===== src/rtl/delta_deskew_collector_pkg.sv =====
// ============================================================================
// Module      : delta_deskew_collector_pkg
// Description : Shared backprop (gdo) constants and packed-bus lane helper.
// Revision    : 1.0
// ============================================================================
`default_nettype none

package delta_deskew_collector_pkg;

    // gdo elements are Q8.8 fixed point
    localparam int c_data_size = 16;

    // LSB of lane `lane` in a bus of `lanes` elements; lane 0 sits at the MSB end.
    function automatic int lane_lsb(input int lane, input int lanes, input int dsize);
        return dsize * (lanes - 1 - lane);
    endfunction

endpackage

`default_nettype wire


===== src/rtl/delta_deskew_collector_if.sv =====
// ============================================================================
// Module      : delta_deskew_collector_if
// Description : Skewed-input / aligned-output bundle of the deskew collector.
// Revision    : 1.0
// ============================================================================
`default_nettype none

interface delta_deskew_collector_if
    import delta_deskew_collector_pkg::*;
#(
    parameter int DATA_SIZE  = c_data_size,
    parameter int SIZE       = 3,
    parameter int FIFO_DEPTH = 4
);
    localparam int c_row_w = DATA_SIZE * SIZE;
    localparam int c_idx_w = $clog2(SIZE) + 1;
    localparam int c_cnt_w = $clog2(FIFO_DEPTH) + 1;

    logic [c_row_w-1:0] in_data;
    logic               in_valid;
    logic               layer_start;
    logic [c_row_w-1:0] out_data;
    logic               out_valid;
    logic               out_ready;
    logic               out_first;
    logic               out_last;
    logic [c_idx_w-1:0] out_row_idx;
    logic [c_cnt_w-1:0] fifo_count;
    logic               overflow;

    modport slave (
        input  in_data, in_valid, layer_start, out_ready,
        output out_data, out_valid, out_first, out_last, out_row_idx, fifo_count, overflow
    );

    modport master (
        output in_data, in_valid, layer_start, out_ready,
        input  out_data, out_valid, out_first, out_last, out_row_idx, fifo_count, overflow
    );

endinterface

`default_nettype wire


===== src/rtl/delta_row_fifo.sv =====
// ============================================================================
// Module      : delta_row_fifo
// Description : Synchronous FIFO, async reset, extra pointer bit for full/empty.
// Revision    : 1.0
// ============================================================================
`default_nettype none

module delta_row_fifo #(
    parameter int WIDTH = 8,
    parameter int DEPTH = 4
) (
    input  wire logic                     clk,
    input  wire logic                     rst,
    input  wire logic                     push,
    input  wire logic [WIDTH-1:0]         push_data,
    input  wire logic                     pop,
    output logic      [WIDTH-1:0]         head_data,
    output logic                          full,
    output logic                          empty,
    output logic      [$clog2(DEPTH):0]   count
);

    localparam int c_ptr_w = $clog2(DEPTH);

    logic [c_ptr_w:0]  r_wr_ptr;
    logic [c_ptr_w:0]  r_rd_ptr;
    logic [WIDTH-1:0]  r_mem [DEPTH];
    logic              w_do_push;
    logic              w_do_pop;

    assign empty = (r_wr_ptr == r_rd_ptr);
    assign full  = (r_wr_ptr[c_ptr_w] != r_rd_ptr[c_ptr_w]) &&
                   (r_wr_ptr[c_ptr_w-1:0] == r_rd_ptr[c_ptr_w-1:0]);
    assign count = r_wr_ptr - r_rd_ptr;

    // A pop in the same cycle frees the slot, so a full FIFO still accepts the push.
    assign w_do_pop  = pop && !empty;
    assign w_do_push = push && (!full || w_do_pop);

    assign head_data = r_mem[r_rd_ptr[c_ptr_w-1:0]];

    always_ff @(posedge clk or posedge rst) begin
        if (rst) begin
            r_wr_ptr <= '0;
            r_rd_ptr <= '0;
            for (int i = 0; i < DEPTH; i++) begin
                r_mem[i] <= '0;
            end
        end else begin
            if (w_do_push) begin
                r_mem[r_wr_ptr[c_ptr_w-1:0]] <= push_data;
                r_wr_ptr                     <= r_wr_ptr + 1'b1;
            end
            if (w_do_pop) begin
                r_rd_ptr <= r_rd_ptr + 1'b1;
            end
        end
    end

endmodule

`default_nettype wire


===== src/rtl/delta_deskew_collector.sv =====
// ============================================================================
// Module      : delta_deskew_collector
// Description : Deskews systolic result rows, tags them and buffers in a FIFO.
// Revision    : 1.0
// ============================================================================
`default_nettype none

module delta_deskew_collector
    import delta_deskew_collector_pkg::*;
#(
    parameter int DATA_SIZE  = c_data_size,
    parameter int SIZE       = 3,
    parameter int FIFO_DEPTH = 4
) (
    input  wire logic                  clk,
    input  wire logic                  reset,
    delta_deskew_collector_if.slave    bus
);

    localparam int c_row_w = DATA_SIZE * SIZE;
    localparam int c_idx_w = $clog2(SIZE) + 1;
    localparam int c_cnt_w = $clog2(FIFO_DEPTH) + 1;
    localparam logic [c_idx_w-1:0] c_last_idx = c_idx_w'(SIZE - 1);

    typedef struct packed {
        logic [c_row_w-1:0] data;
        logic [c_idx_w-1:0] idx;
        logic               first;
        logic               last;
    } entry_t;

    localparam int c_entry_w = $bits(entry_t);

    logic [c_row_w-1:0] w_aligned;
    logic               w_dly_valid;
    logic               w_dly_start;
    logic [c_idx_w-1:0] r_row_idx;
    logic               r_started;
    logic [c_idx_w-1:0] w_next_idx;
    entry_t             w_wr_entry;
    entry_t             w_rd_entry;
    logic               w_full;
    logic               w_empty;
    logic               w_pop;
    logic [c_cnt_w-1:0] w_count;
    logic               r_overflow;

    // Lane k arrives k cycles late, so it waits SIZE-1-k stages to line up with lane SIZE-1.
    for (genvar k = 0; k < SIZE; k++) begin : g_lane
        localparam int c_dly = SIZE - 1 - k;
        localparam int c_lsb = lane_lsb(k, SIZE, DATA_SIZE);

        if (c_dly == 0) begin : g_pass
            assign w_aligned[c_lsb +: DATA_SIZE] = bus.in_data[c_lsb +: DATA_SIZE];
        end else begin : g_dly
            logic [DATA_SIZE-1:0] r_pipe [c_dly];

            always_ff @(posedge clk or posedge reset) begin
                if (reset) begin
                    for (int i = 0; i < c_dly; i++) begin
                        r_pipe[i] <= '0;
                    end
                end else begin
                    r_pipe[0] <= bus.in_data[c_lsb +: DATA_SIZE];
                    for (int i = 1; i < c_dly; i++) begin
                        r_pipe[i] <= r_pipe[i-1];
                    end
                end
            end

            assign w_aligned[c_lsb +: DATA_SIZE] = r_pipe[c_dly-1];
        end
    end

    if (SIZE == 1) begin : g_ctl_pass
        assign w_dly_valid = bus.in_valid;
        assign w_dly_start = bus.layer_start;
    end else begin : g_ctl_dly
        logic [SIZE-2:0] r_valid_sr;
        logic [SIZE-2:0] r_start_sr;

        always_ff @(posedge clk or posedge reset) begin
            if (reset) begin
                r_valid_sr <= '0;
                r_start_sr <= '0;
            end else begin
                r_valid_sr[0] <= bus.in_valid;
                r_start_sr[0] <= bus.in_valid && bus.layer_start;
                for (int i = 1; i < SIZE - 1; i++) begin
                    r_valid_sr[i] <= r_valid_sr[i-1];
                    r_start_sr[i] <= r_start_sr[i-1];
                end
            end
        end

        assign w_dly_valid = r_valid_sr[SIZE-2];
        assign w_dly_start = r_start_sr[SIZE-2];
    end

    // Until a row has been seen since reset, the next row restarts at index 0.
    always_comb begin
        w_next_idx = '0;
        if (!w_dly_start && r_started && (r_row_idx != c_last_idx)) begin
            w_next_idx = r_row_idx + 1'b1;
        end
    end

    always_ff @(posedge clk or posedge reset) begin
        if (reset) begin
            r_row_idx <= '0;
            r_started <= 1'b0;
        end else if (w_dly_valid) begin
            r_row_idx <= w_next_idx;
            r_started <= 1'b1;
        end
    end

    always_comb begin
        w_wr_entry       = '0;
        w_wr_entry.data  = w_aligned;
        w_wr_entry.idx   = w_next_idx;
        w_wr_entry.first = (w_next_idx == '0);
        w_wr_entry.last  = (w_next_idx == c_last_idx);
    end

    assign w_pop = !w_empty && bus.out_ready;

    delta_row_fifo #(
        .WIDTH (c_entry_w),
        .DEPTH (FIFO_DEPTH)
    ) u_fifo (
        .clk       (clk),
        .rst       (reset),
        .push      (w_dly_valid),
        .push_data (w_wr_entry),
        .pop       (w_pop),
        .head_data (w_rd_entry),
        .full      (w_full),
        .empty     (w_empty),
        .count     (w_count)
    );

    // Upstream cannot be stalled: a row landing on a full FIFO without a pop is lost.
    always_ff @(posedge clk or posedge reset) begin
        if (reset) begin
            r_overflow <= 1'b0;
        end else if (w_dly_valid && w_full && !w_pop) begin
            r_overflow <= 1'b1;
        end
    end

    assign bus.out_data    = w_rd_entry.data;
    assign bus.out_row_idx = w_rd_entry.idx;
    assign bus.out_first   = w_rd_entry.first;
    assign bus.out_last    = w_rd_entry.last;
    assign bus.out_valid   = !w_empty;
    assign bus.fifo_count  = w_count;
    assign bus.overflow    = r_overflow;

endmodule

`default_nettype wire


===== src/flat_wrapper.sv =====
// flat-port wrapper written by rule: the top's interface ports become plain ports
module delta_deskew_collector_flat import delta_deskew_collector_pkg::*;
#(
    parameter int DATA_SIZE  = c_data_size,
    parameter int SIZE       = 3,
    parameter int FIFO_DEPTH = 4
)
  (clk, reset, bus_in_data, bus_in_valid, bus_layer_start, bus_out_ready, bus_out_data, bus_out_valid, bus_out_first, bus_out_last, bus_out_row_idx, bus_fifo_count, bus_overflow);
  delta_deskew_collector_if #(.DATA_SIZE(DATA_SIZE), .SIZE(SIZE), .FIFO_DEPTH(FIFO_DEPTH)) bus_i ();
  input  wire logic clk;
  input  wire logic reset;
  input wire logic [$bits(bus_i.in_data)-1:0] bus_in_data;
  input wire logic [$bits(bus_i.in_valid)-1:0] bus_in_valid;
  input wire logic [$bits(bus_i.layer_start)-1:0] bus_layer_start;
  input wire logic [$bits(bus_i.out_ready)-1:0] bus_out_ready;
  output wire logic [$bits(bus_i.out_data)-1:0] bus_out_data;
  output wire logic [$bits(bus_i.out_valid)-1:0] bus_out_valid;
  output wire logic [$bits(bus_i.out_first)-1:0] bus_out_first;
  output wire logic [$bits(bus_i.out_last)-1:0] bus_out_last;
  output wire logic [$bits(bus_i.out_row_idx)-1:0] bus_out_row_idx;
  output wire logic [$bits(bus_i.fifo_count)-1:0] bus_fifo_count;
  output wire logic [$bits(bus_i.overflow)-1:0] bus_overflow;
  assign bus_i.in_data = bus_in_data;
  assign bus_i.in_valid = bus_in_valid;
  assign bus_i.layer_start = bus_layer_start;
  assign bus_i.out_ready = bus_out_ready;
  assign bus_out_data = bus_i.out_data;
  assign bus_out_valid = bus_i.out_valid;
  assign bus_out_first = bus_i.out_first;
  assign bus_out_last = bus_i.out_last;
  assign bus_out_row_idx = bus_i.out_row_idx;
  assign bus_fifo_count = bus_i.fifo_count;
  assign bus_overflow = bus_i.overflow;
  delta_deskew_collector #(.DATA_SIZE(DATA_SIZE), .SIZE(SIZE), .FIFO_DEPTH(FIFO_DEPTH)) u_core (.clk(clk), .reset(reset), .bus(bus_i));
endmodule

===== config.mk =====
export PLATFORM = sky130hd
export DESIGN_NAME = delta_deskew_collector_flat
export DESIGN_NICKNAME = d
export VERILOG_FILES = /design/src/rtl/delta_deskew_collector_pkg.sv /design/src/rtl/delta_deskew_collector_if.sv /design/src/rtl/delta_row_fifo.sv /design/src/rtl/delta_deskew_collector.sv /design/src/flat_wrapper.sv
export SDC_FILE = /design/constraint.sdc
export NUM_CORES = 1
export LEC_CHECK = 0
export CELL_PAD_IN_SITES_DETAIL_PLACEMENT = 0
export CELL_PAD_IN_SITES_GLOBAL_PLACEMENT = 1
export CORE_ASPECT_RATIO = 2
export CORE_MARGIN = 3
export CORE_UTILIZATION = 44
export CTS_CLUSTER_SIZE = 10
export DETAILED_ROUTE_END_ITERATION = 10
export PLACE_DENSITY_LB_ADDON = 0.1
export SYNTH_ARGS = -nofsm -noshare
export SYNTH_HDL_FRONTEND = slang
export SYNTH_SLANG_ARGS = --single-unit

===== constraint.sdc =====
create_clock -name clk -period 11.1 [get_ports clk]
set_input_delay 3.33 -clock clk [delete_from_list [all_inputs] [get_ports clk]]
set_output_delay 3.33 -clock clk [all_outputs]
set_load 0.05 [all_outputs]

Word level (Yosys, flattened, before mapping)
Index checks and enable logic that the tools add are counted.
W data, S select, Z words.
{ "totals": {"ff_bits": 275, "word_cells": 51, "output_inout_bits": 58, "input_bits": 53} }
{ "classes": {"order_cmp": 3, "reduce_logical": 16, "addsub": 4, "bitwise": 2, "n_eq_ne": 5, "mux": 7} }
{ "op_table": {"columns": ["op", "n"], "rows": [
  ["$bwmux W212", 1],
  ["$mux W53", 3],
  ["$bmux W53 S2", 1],
  ["$demux W53 S2", 1],
  ["$logic_and A1 B1 Y1", 10],
  ["$add A3 B1 Y3 const B", 3],
  ["$ge A3 B3 Y1 const B", 2],
  ["$not A2 Y3", 2],
  ["$logic_not A1 Y1", 4],
  ["$eq A3 B2 Y1 const B", 1],
  ["$eq A3 B3 Y1", 1],
  ["$logic_not A3 Y1", 1],
  ["$lt A3 B1 Y1 const B", 1],
  ["$mux W3", 1],
  ["$ne A3 B2 Y1 const B", 1],
  ["$sub A3 B3 Y3", 1],
  ["$eq A2 B2 Y1", 1],
  ["$logic_or A1 B1 Y1", 1],
  ["$ne A1 B1 Y1", 1]
]} }

Longest topological paths before layout
{ "logic_depth": {"depth_word": 6, "mapped_depth": 10, "depth_no_buf": 5} }

Modules after synthesis
Synthesis repeated with hierarchy kept, for this count alone.
{ "hier_totals": {"hier_cells": 645, "area_unflattened_um2": 11966.5} }
{ "by_module_without_submodules": {"columns": ["mod", "seq_area_each_um2", "cells_each", "instances", "area_each_um2"], "rows": [
  ["delta_row_fifo", 5455.2, 558, 1, 10352.4],
  ["delta_deskew_collector", 1426.4, 87, 1, 1614.0]
]} }

Worst setup path before layout
OpenSTA, ideal clock, no wires.
{ "synth_timing": {"path_type": "reg-to-output", "start": "register u_core.u_fifo.r_wr_ptr[0]", "end": "output bus_fifo_count[2]", "n_path_buf": 0, "required_time_ns": 7.770, "path_stages_with_launch": 5, "arrival_time_ns": 1.887, "path_slack_ns": 5.883, "cell_sequence": "dfrtp_1 > inv_1 > ha_1 > fa_1 > xnor2_1"} }
{ "synth_between": {"elab_chain_len": 1} }
{ "synth_rtl": {"columns": ["item", "line", "rtl"], "rows": [
  ["start, declared", "delta_row_fifo.sv:25", "logic [c_ptr_w:0] r_wr_ptr;"],
  ["start signal, assigned", "delta_row_fifo.sv:52", "r_wr_ptr <= r_wr_ptr + 1'b1;"],
  ["$sub A3 B3 Y3", "delta_row_fifo.sv:34", "assign count = r_wr_ptr - r_rd_ptr;"],
  ["end, declared", "flat_wrapper.sv:21", "output wire logic [$bits(bus_i.fifo_count)-1:0] bus_fifo_count;"]
]} }
Every way passes these cells.

Worst setup path in the final report
{ "layout_timing": {"start": "register u_core.u_fifo.r_rd_ptr[1]", "end": "output bus_fifo_count[1]"} }
{ "layout_between": {"elab_chain_len": 1} }
{ "layout_rtl": {"columns": ["item", "line", "rtl"], "rows": [
  ["start, declared", "delta_row_fifo.sv:26", "logic [c_ptr_w:0] r_rd_ptr;"],
  ["start signal, assigned", "delta_row_fifo.sv:55", "r_rd_ptr <= r_rd_ptr + 1'b1;"],
  ["$sub A3 B3 Y3", "delta_row_fifo.sv:34", null]
]} }
Every way passes these cells.

==> impl_summary.txt <==
----------------------------------------------------
[Timing]
  Slew at the pin closest to its max-slew limit ... 1030 ps
  Number of setup violations in the final report ... 0
  Sum of negative setup slack ... 0 ps
  Worst slew margin ... 31.1%
  Final clock period utilization by the worst path ... 60.3%
  Setup repair after global routing missed its margin ... no
  Final max-slew violation count ... 0
  Minimum clock period ... 6690 ps
  Fmax achieved ... 0.150 GHz
  Final Hold Violating Endpoints ... 0
  Worst Skew ... around 22 ps

[Logic synthesis]
  Fraction of synthesized cell area taken by the top area cell type ... 61.1%
  Cell types with the highest counts after synthesis ... dfrtp_1 (275), mux2_2 (213), mux4_2 (53)
  Post-synthesis register bit count ... 275
  Fraction of the yosys area taken by sequential cells ... 61.1%
  Number of flops mapped to enable cells by yosys ... 0
  Syn nets ... 699
  Number of instances in the synthesized netlist ... 636
  Largest area contributor in the netlist ... dfrtp_1
  Mean instance size in the synthesized netlist ... 17.7 um^2
  Top-count cell post-synth ... dfrtp_1
  Mapped cell area ... 11300 um^2
  Number of distinct library cells after synthesis ... 33
  Async SR Flop Fraction ... between 90% and 100%
  Leading register cell type out of synthesis ... dfrtp_1
  Synth area leaders ... dfrtp_1 (61%), mux2_2 (21%), mux4_2 (11%), clkbuf_8 (1.5%), ha_1 (1.0%)
  Total of warnings raised by yosys ... 0

[CTS]
  Max H-tree Level ... 1
  CTS tree ... built
  Clock tree root buffer cell ... clkbuf_16
  Count of clock tree sinks ... 275
  Count of cells resized by post-cts repair ... 0
  Latest clock arrival within the worst-skew pair ... 550 ps
  Maximum clock insertion buffer count ... 3
  Post-CTS setup buffers ... 0
  Hold-fix buffers at CTS ... 0
  Clock edge transition at the registers on the reported setup and hold paths ... 50 ps
  Number of buffers created by CTS ... 31

[Routing]
  Overall via count from detail_route ... 5747
  Wire length after detailed routing ... ~23000 um
  Routed wire per std cell ... 21.0 um
  Post-DRT Antenna Nets ... 0
  Starting DRC count in detailed routing ... around 190
  Vias per cell ... between 5 and 6
  Final routed DRC violation total ... 0
  Count of TritonRoute iterations in the first routing pass ... 4

[Hold path]
  Class of the tightest hold or removal check ... reg -> reg

[Floorplanning]
  Die width ... 119 um
  Core Footprint ... 25100 um^2
  Floorplan die height ... 232 um
  Number of standard-cell rows in the floorplan ... 82
  I/O pin total ... about 110
  Initial core utilization ... between 40 and 50%
  Area of the die ... 27700 um^2

[GRT]
  Initial antenna violation count ... 0
  Largest net degree at the start of global routing ... 171
  Global Route Usage Sum ... 17.1%
  Gr ovfl total ... 0
  First-pass GRT wire length ... 37600 um
  Via count of the first global-routing pass ... 6818

[Cells and area]
  Proportion of layout cells with a drive suffix above 1 ... 41.9%
  Area of all sequential standard cells ... around 7000 um^2
  Antenna diode instance count ... 0
  Signed area change from the synthesized netlist to the final layout ... 19.0%
  Nets ... between 800 and 900
  Final-layout fill cell count ... 2090
  Footprint of the multi-input gates ... 4070 um^2

[Critical path]
  R2R Setup Slk ... between 7000 and 8000 ps
  Critical Path Source Type ... flop
  Endpoint type of the worst setup path ... output port
  CP Data Arrival Time ... about 3400 ps
  Top fanout value on the critical path ... 31
  Worst Path Class, Setup ... reg -> out
  Required time reported for the critical path endpoint ... 7770 ps

[Placement]
  Post-DP HPWL ... 13500 um
  Count of input and output buffers ... 110
  Final weighted congestion in routability-driven placement ... between 0.7 and 0.8

[Run]
  # Max-Cap Violations ... 0

[Run status]
  Status ... finished, final reports clean

----------------------------------------------------
[layer usage]
| metal | track usage (%) | vias to the layer above | wire, um | share of wire, % |
|---|---|---|---|---|
| li1 | - | 2521 | - | - |
| met1 | 20.8 | 3091 | 9020 | 39 |
| met2 | 31.2 | 107 | 12700 | 55 |
| met3 | 2.71 | 28 | 838 | 3.7 |
| met4 | 4.97 | 0 | 392 | 1.7 |
| met5 | 0 | - | 0 | 0 |
[final timing paths]
path	startpoint	end	depth (start not counted)
min reg2reg	u_core.g_lane[0].g_dly.r_pipe[27]	u_core.g_lane[0].g_dly.r_pipe[11]	0
max in group asynchronous	reset	u_core.u_fifo.r_mem[183]	3
min	u_core.g_lane[0].g_dly.r_pipe[27]	u_core.g_lane[0].g_dly.r_pipe[11]	0
min in group asynchronous	reset	u_core.g_lane[0].g_dly.r_pipe[28]	2
max	u_core.u_fifo.r_rd_ptr[1]	bus_fifo_count[1]	4
max reg2reg	u_core.u_fifo.r_rd_ptr[1]	u_core.u_fifo.r_mem[21]	7
[cell type report]
| class | instances | area share, % |
|---|---|---|
| clock buffer | 36 | 6.01 |
| clock inverter | 1 | 0.0654 |
| inverter | 11 | 0.364 |
| multi-input combinational | 316 | 30.4 |
| sequential | 275 | 51.4 |
| tap | 336 | 3.14 |
| timing repair buffer | 116 | 8.65 |
[worst max-delay path: stages (launching register included)]
cell             delay, ps
dfrtp_4                800
buf_4                  600
fa_1                   520
inv_1                   70
clkdlybuf4s50_1        790
[cells in the final DEF (no fill, tap or decap)]
cell,n
mux2_2,213
or3b_2,1
a2111o_1,1
xor2_1,1
a21oi_1,1
clkbuf_8,1
and2_1,1
xnor2_1,6
a21oi_4,4
ha_1,9
clkdlybuf4s50_1,110
inv_8,1
o31ai_1,1
dfrtp_1,273
inv_6,1
o211ai_1,1
buf_4,5
a31o_2,1
dfrtp_4,2
xor2_4,1
buf_12,1
nand3_1,1
o21ai_0,1
fa_1,1
clkbuf_16,31
nor3_1,2
and3b_1,1
a311o_1,1
mux4_2,53
nand2b_1,2
inv_1,10
nand2_1,6
or3_1,1
or2_2,1
clkbuf_1,4
mux2i_1,4
nor2b_1,1
[kinds of logic (layout without fill, tap and decap cells)]
logic type	Yosys count	after routing	synth area share, %
flops	275	275	61.1
mux	270	270	32.3
buf+inv	45	164	2.97
simple gates	17	17	0.822
compound gates	11	11	0.867
fa+ha+maj	10	10	1.18
xor+xnor	8	8	0.789
[sequential cells by signal (all words and copies together) (netlist names), 2 cells and up]
signal                       flops
u_core.g_ctl_dly.r_start_sr      2
u_core.g_ctl_dly.r_valid_sr      2
u_core.g_lane.g_dly.r_pipe      48
u_core.r_row_idx                 3
u_core.u_fifo.r_mem            212
u_core.u_fifo.r_rd_ptr           3
u_core.u_fifo.r_wr_ptr           3
[metrics by stage]
step	area [um^2]	utilization, %	hold slack [ps]	std cells	setup WS (ps)
after floorplan	11300	-	331	636	190
after global placement	12600	50.1	332	1054	4880
after detailed placement	12600	50.1	335	1054	4880
after CTS	13400	53.3	346	1091	4290
after global routing	13400	53.3	351	1091	4190
final	13400	53.3	345	1091	4410
Power is not shown: default switching activity piles up to over one toggle a cycle in this logic, so the estimate is an artifact.
